[src/rtl/fir_peak_monitor.sv]
`timescale 1ns/1ps
// fir_peak_monitor: per-channel max/min/peak-to-peak over a window of accepted
// samples from the 3-channel FIR, read out one channel per valid/ready beat.
// Optional windowed mean output is enabled by defining FIR_PEAK_MON_MEAN_EN.
module fir_peak_monitor #(
  parameter int unsigned DATA_WIDTH = 24,
  parameter int unsigned WINDOW_LEN = 16
) (
  input  logic                         clk,
  input  logic                         reset,
  input  logic                         in_valid,
  input  logic signed [DATA_WIDTH-1:0] data_ch0,
  input  logic signed [DATA_WIDTH-1:0] data_ch1,
  input  logic signed [DATA_WIDTH-1:0] data_ch2,
  output logic                         res_valid,
  input  logic                         res_ready,
  output logic [1:0]                   res_ch,
  output logic signed [DATA_WIDTH-1:0] res_max,
  output logic signed [DATA_WIDTH-1:0] res_min,
  output logic [DATA_WIDTH:0]          res_p2p,
`ifdef FIR_PEAK_MON_MEAN_EN
  output logic signed [DATA_WIDTH-1:0] res_mean,
`endif
  output logic                         overrun,
  input  logic                         clr_overrun
);

  localparam int unsigned CntW = $clog2(WINDOW_LEN);
  localparam int unsigned SumW = DATA_WIDTH + CntW;

  typedef enum logic [0:0] {StIdle, StDrain} state_e;

  state_e                       state_q, state_d;
  logic [1:0]                   ch_q, ch_d;
  logic [CntW-1:0]              cnt_q, cnt_d;
  logic                         overrun_q, overrun_d;

  logic signed [DATA_WIDTH-1:0] sample [3];
  logic signed [DATA_WIDTH-1:0] max_q [3];
  logic signed [DATA_WIDTH-1:0] max_d [3];
  logic signed [DATA_WIDTH-1:0] min_q [3];
  logic signed [DATA_WIDTH-1:0] min_d [3];
  logic signed [DATA_WIDTH-1:0] snap_max_q [3];
  logic signed [DATA_WIDTH-1:0] snap_min_q [3];
`ifdef FIR_PEAK_MON_MEAN_EN
  logic signed [SumW-1:0]       sum_q [3];
  logic signed [SumW-1:0]       sum_d [3];
  logic signed [DATA_WIDTH-1:0] snap_mean_q [3];
  logic signed [DATA_WIDTH-1:0] sel_mean;
`endif

  logic                         first_smp;
  logic                         complete;
  logic                         hs;
  logic                         hs_last;
  logic                         load_snap;
  logic                         ovr_set;
  logic signed [DATA_WIDTH-1:0] sel_max;
  logic signed [DATA_WIDTH-1:0] sel_min;
  logic signed [DATA_WIDTH:0]   diff;

  assign first_smp = (cnt_q == '0);
  assign complete  = in_valid && (cnt_q == CntW'(WINDOW_LEN - 1));
  assign hs        = res_valid && res_ready;
  assign hs_last   = hs && (ch_q == 2'd2);
  // A window finishing on the ch2 handshake is accepted; otherwise DRAIN drops it.
  assign load_snap = complete && ((state_q == StIdle) || hs_last);
  assign ovr_set   = complete && (state_q == StDrain) && !hs_last;

  // Gather channel inputs and compute next accumulator values.
  always_comb begin
    sample[0] = data_ch0;
    sample[1] = data_ch1;
    sample[2] = data_ch2;
    cnt_d     = in_valid ? cnt_q + CntW'(1) : cnt_q;
    for (int i = 0; i < 3; i++) begin
      max_d[i] = max_q[i];
      min_d[i] = min_q[i];
`ifdef FIR_PEAK_MON_MEAN_EN
      sum_d[i] = sum_q[i];
`endif
      if (in_valid) begin
        if (first_smp) begin
          max_d[i] = sample[i];
          min_d[i] = sample[i];
`ifdef FIR_PEAK_MON_MEAN_EN
          sum_d[i] = {{CntW{sample[i][DATA_WIDTH-1]}}, sample[i]};
`endif
        end else begin
          if (sample[i] > max_q[i]) max_d[i] = sample[i];
          if (sample[i] < min_q[i]) min_d[i] = sample[i];
`ifdef FIR_PEAK_MON_MEAN_EN
          sum_d[i] = sum_q[i] + {{CntW{sample[i][DATA_WIDTH-1]}}, sample[i]};
`endif
        end
      end
    end
  end

  // Sample counter and running accumulators.
  always_ff @(posedge clk or posedge reset) begin
    if (reset) begin
      cnt_q <= '0;
      for (int i = 0; i < 3; i++) begin
        max_q[i] <= '0;
        min_q[i] <= '0;
`ifdef FIR_PEAK_MON_MEAN_EN
        sum_q[i] <= '0;
`endif
      end
    end else begin
      cnt_q <= cnt_d;
      for (int i = 0; i < 3; i++) begin
        max_q[i] <= max_d[i];
        min_q[i] <= min_d[i];
`ifdef FIR_PEAK_MON_MEAN_EN
        sum_q[i] <= sum_d[i];
`endif
      end
    end
  end

  // Snapshot of the completed window, including the completing sample.
  always_ff @(posedge clk or posedge reset) begin
    if (reset) begin
      for (int i = 0; i < 3; i++) begin
        snap_max_q[i] <= '0;
        snap_min_q[i] <= '0;
`ifdef FIR_PEAK_MON_MEAN_EN
        snap_mean_q[i] <= '0;
`endif
      end
    end else if (load_snap) begin
      for (int i = 0; i < 3; i++) begin
        snap_max_q[i] <= max_d[i];
        snap_min_q[i] <= min_d[i];
`ifdef FIR_PEAK_MON_MEAN_EN
        // Upper bits of the sum are the floor-divided mean.
        snap_mean_q[i] <= sum_d[i][SumW-1:CntW];
`endif
      end
    end
  end

  // Readout state register, channel index and sticky overrun.
  always_ff @(posedge clk or posedge reset) begin
    if (reset) begin
      state_q   <= StIdle;
      ch_q      <= 2'd0;
      overrun_q <= 1'b0;
    end else begin
      state_q   <= state_d;
      ch_q      <= ch_d;
      overrun_q <= overrun_d;
    end
  end

  // Readout next-state logic.
  always_comb begin
    state_d   = state_q;
    ch_d      = ch_q;
    overrun_d = ovr_set ? 1'b1 : (clr_overrun ? 1'b0 : overrun_q);
    unique case (state_q)
      StIdle: begin
        if (complete) begin
          state_d = StDrain;
          ch_d    = 2'd0;
        end
      end
      StDrain: begin
        if (hs_last) begin
          state_d = complete ? StDrain : StIdle;
          ch_d    = 2'd0;
        end else if (hs) begin
          ch_d = ch_q + 2'd1;
        end
      end
      default: begin
        state_d = StIdle;
        ch_d    = 2'd0;
      end
    endcase
  end

  // Readout outputs: snapshot of the current channel while draining, else zero.
  always_comb begin
    sel_max = '0;
    sel_min = '0;
`ifdef FIR_PEAK_MON_MEAN_EN
    sel_mean = '0;
`endif
    if (state_q == StDrain) begin
      case (ch_q)
        2'd0: begin
          sel_max = snap_max_q[0];
          sel_min = snap_min_q[0];
`ifdef FIR_PEAK_MON_MEAN_EN
          sel_mean = snap_mean_q[0];
`endif
        end
        2'd1: begin
          sel_max = snap_max_q[1];
          sel_min = snap_min_q[1];
`ifdef FIR_PEAK_MON_MEAN_EN
          sel_mean = snap_mean_q[1];
`endif
        end
        default: begin
          sel_max = snap_max_q[2];
          sel_min = snap_min_q[2];
`ifdef FIR_PEAK_MON_MEAN_EN
          sel_mean = snap_mean_q[2];
`endif
        end
      endcase
    end
    diff      = {sel_max[DATA_WIDTH-1], sel_max} - {sel_min[DATA_WIDTH-1], sel_min};
    res_valid = (state_q == StDrain);
    res_ch    = ch_q;
    res_max   = sel_max;
    res_min   = sel_min;
    res_p2p   = diff;
    overrun   = overrun_q;
`ifdef FIR_PEAK_MON_MEAN_EN
    res_mean  = sel_mean;
`endif
  end

endmodule

[config.mk]
export PLATFORM = sky130hd
export DESIGN_NAME = fir_peak_monitor
export DESIGN_NICKNAME = d
export VERILOG_FILES = /design/src/rtl/fir_peak_monitor.sv
export SDC_FILE = /design/constraint.sdc
export NUM_CORES = 1
export LEC_CHECK = 0
export BUFFER_PORTS_ARGS = -buffer_cell sky130_fd_sc_hd__buf_2
export CAP_MARGIN = 20
export CORE_MARGIN = 10
export CORE_UTILIZATION = 25
export CTS_BUF_LIST = sky130_fd_sc_hd__clkbuf_8
export CTS_CLUSTER_SIZE = 24
export DETAILED_ROUTE_END_ITERATION = 12
export GPL_TIMING_DRIVEN = 0
export PLACE_DENSITY = 0.38
export RECOVER_POWER = 100
export SYNTH_ARGS = -nofsm -noshare
export SYNTH_HDL_FRONTEND = slang
export SYNTH_SLANG_ARGS = --single-unit
[constraint.sdc]
create_clock -name clk -period 25.5 [get_ports clk]
set_input_delay 1.275 -clock clk [delete_from_list [all_inputs] [get_ports clk]]
set_output_delay 1.275 -clock clk [all_outputs]
set_load 0.1 [all_outputs]
==> flow_metrics.tcl <==
set metrics [dict create \
    cts_buffer_depth 3 \
    met3_wirelength_um 1770 \
    yosysWarnings 0 \
    whs_path_depth 1 \
    netlist_instances 1582 \
    htreeDepth 2 \
    cp_max_fo 110 \
    grt_pass1_vias 13000 \
    hp-start "snap_max_q[57]" \
    cp-end-kind "async pin" \
    syn_to_final_growth_pct 16.2 \
    grt_use_total_pct 13.6 \
    worstReg2RegStart "max_q[23]" \
    finalNonFillerCells 2772 \
    synth_cell_types 73 \
    io-pin-count 154 \
    fin_skew_ns 0.0314 \
    post_cts_buffers 0 \
    synth_mux_area_share_pct 20.8 \
    status "finished with violations" \
    core-area_um2 68800 \
    ys_ff_latch 296 \
    dpl.hpwl_um 44500 \
    highest_layer "met4" \
    crit_arrival_ns 9.98 \
    r2r_end "snap_max_q[22]" \
    m1WireLength_um 25700 \
    die_h_um 284 \
    root_buffer "clkbuf_8" \
    rsz0062_at_grt "false" \
    yosysSeqAreaShare_pct 42.5 \
    drc_errors 0 \
    worstHoldEndpoint "snap_max_q[57]" \
    num_rows 96 \
    synth_fa_ha_area_share_pct 12.1 \
    fp.dieW_um 284 \
    fmax_mhz 96.6 \
    syn-num-nets 1827 \
    post_cts_resized 0 \
    max-cap-violations 3 \
    async_flop_share_pct 100 \
    worstSetupPathType "input port to async pin" \
    worstHoldPathType "flop to flop" \
    cts_tree "yes" \
    synth_top_cell_by_area "dfrtp_1" \
    synth-compound-area-share_pct 9.51 \
    clkTransAtPathRegs_ns 0.06 \
    period_share_pct 40.6 \
    dp_cells 2668 \
    failed_checks "capacitance limit, slew limit" \
    vias_per_cell 4.42 \
    synth_edf_count 0 \
    wirelength_um 55400 \
    wl_per_cell_um 20.0 \
    ant_nets 0 \
    numPortBuffers 152 \
    tns_ns 0 \
    ys_top_cells_by_area "dfrtp_1 43%, mux2_2 13%, ha_1 12%" \
    drv_slew 276 \
    cp_slowest_cell "clkbuf_1" \
    grt_pass1_wl_um 83000 \
    cpMostUsedCell "clkbuf_1" \
    synthXorXnorAreaFrac_pct 1.11 \
    nets 2039 \
    syn_area_per_cell_um2 11.0 \
    setup_violations 0 \
    tightestPinTransition_ns 6.14 \
    wl_met2_um 26600 \
    slowest_delay_ns 4.24 \
    cts-hold-fix-buffers 0 \
    critPathBufInv 4 \
    relSlewSlack_pct -310 \
    path_cells "clkbuf_1 > clkinvlp_2 > clkbuf_1 > clkbuf_1" \
    reg2reg_depth 11 \
    drtPass1Iterations 4 \
    insertion_delay_ns 0.65 \
    start_util_pct 25.3 \
    dieArea_um2 80700 \
    synth_top_area_share_pct 42.5 \
    crit_required_ns 25.12 \
    period_minus_slack_ns 10.35 \
    hold_viol 0 \
    place.gp.congestion 0.820 \
    clock-sinks 296 \
    vias 12200 \
    grt_start_max_net_pins 111 \
    synth-simple-area-share_pct 8.02 \
    antenna_found_initial 7 \
    synth_top_family_by_area "multiplexers" \
    drive_gt1_share_pct 17.5 \
    gr-total-overflow 0 \
    worst_path_dominant_cell_family "buffers and inverters" \
    cts_inserted_buffers 55 \
    start_kind "input port" \
    syn_area_um2 17400 \
    synth_ff_type "dfrtp_1" \
    regToRegSetupSlack_ns 21.37 \
    drt_iter0_markers 448 \
]
placed cells by master, fill, tap and decap left out, types with 47 or more instances in the layout:
cell type and instances:
a21oi_1 93, buf_2 70, clkbuf_1 141, clkbuf_8 71, dfrtp_1 296, ha_1 167, inv_1 206, mux2_1 117
mux2_2 147, mux2i_1 47, nand2_1 64, nor2_1 53, o21ai_0 60
registers in the layout, indices dropped and copies added, names as in the netlist:
register and flops:
cnt_q 4, res_ch 2, snap_max_q 72, min_q 72, snap_min_q 72, overrun 1, max_q 72, res_valid 1
cell type report:
cell class                 count  area [µm²]
fill                        7238       48600
multi-input combinational   1028        8790
sequential                   296        7410
tap                          931        1160
clock buffer                  71         977
inverter                     201         756
timing repair buffer         155         669
clock inverter                29         248
buffer                        57         221
antenna                        4        10.0
Yosys cell counts (4+ instances only):
cell	count
nand2_1	64
ha_1	167
a211oi_1	6
and2_1	24
buf_4	5
buf_2	6
dfrtp_1	296
nand4_1	23
mux2_1	20
a21oi_1	92
o21a_1	7
clkbuf_1	40
and4_1	10
o31ai_1	4
nor2_1	53
a21o_1	27
nor4_1	4
mux2_2	207
nand3_1	11
mux2_4	40
xnor2_1	19
nor2b_1	14
mux2i_1	47
nand2b_1	35
o211ai_1	31
o21ai_0	58
nor3_1	4
inv_1	201
metal layers:
| layer | global-route usage (%) | up-vias |
|---|---|---|
| met5 | 0 | - |
| met4 | 3.94 | 0 |
| met3 | 2.28 | 77 |
| met2 | 23.0 | 189 |
| met1 | 17.6 | 5978 |
| li1 | - | 5995 |
stage by stage:
stage / cell area (µm²) / worst slack, ns / util [%] / hold slack, ns
3_5_place_dp: 19400 / 18.89 / 28.2 / 0.491
4_1_cts: 20700 / 18.14 / 30.0 / 0.502
3_3_place_gp: 19400 / 11.78 / 28.1 / 0.483
5_1_grt: 20200 / 12.88 / 29.4 / 0.504
2_1_floorplan: 17400 / 16.05 / - / 0.468
6_report: 20200 / 15.15 / 29.4 / 0.485
how the worst max path moves through the flow:
stage                     depth (start not counted)             end      start
after global placement                            2       min_q[42]      reset
final                                             4  snap_min_q[19]      reset
after global routing                              4       min_q[17]      reset
after detailed placement                         15     res_p2p[23]  res_ch[0]
after CTS                                        15     res_p2p[23]  res_ch[0]
after floorplan                                   1        cnt_q[0]      reset
cells by family after synthesis:
group / Yosys count
AO/OA/AOI/OAI: 263
AND/OR/NAND/NOR: 261
adder cells (fa/ha/maj): 168
XOR/XNOR: 22
flip-flops: 296
multiplexers: 314
buffers and inverters: 258
Power is left out: the tool's default activity adds up to more than one toggle a clock period on the data nets, which glitch-free logic cannot reach.
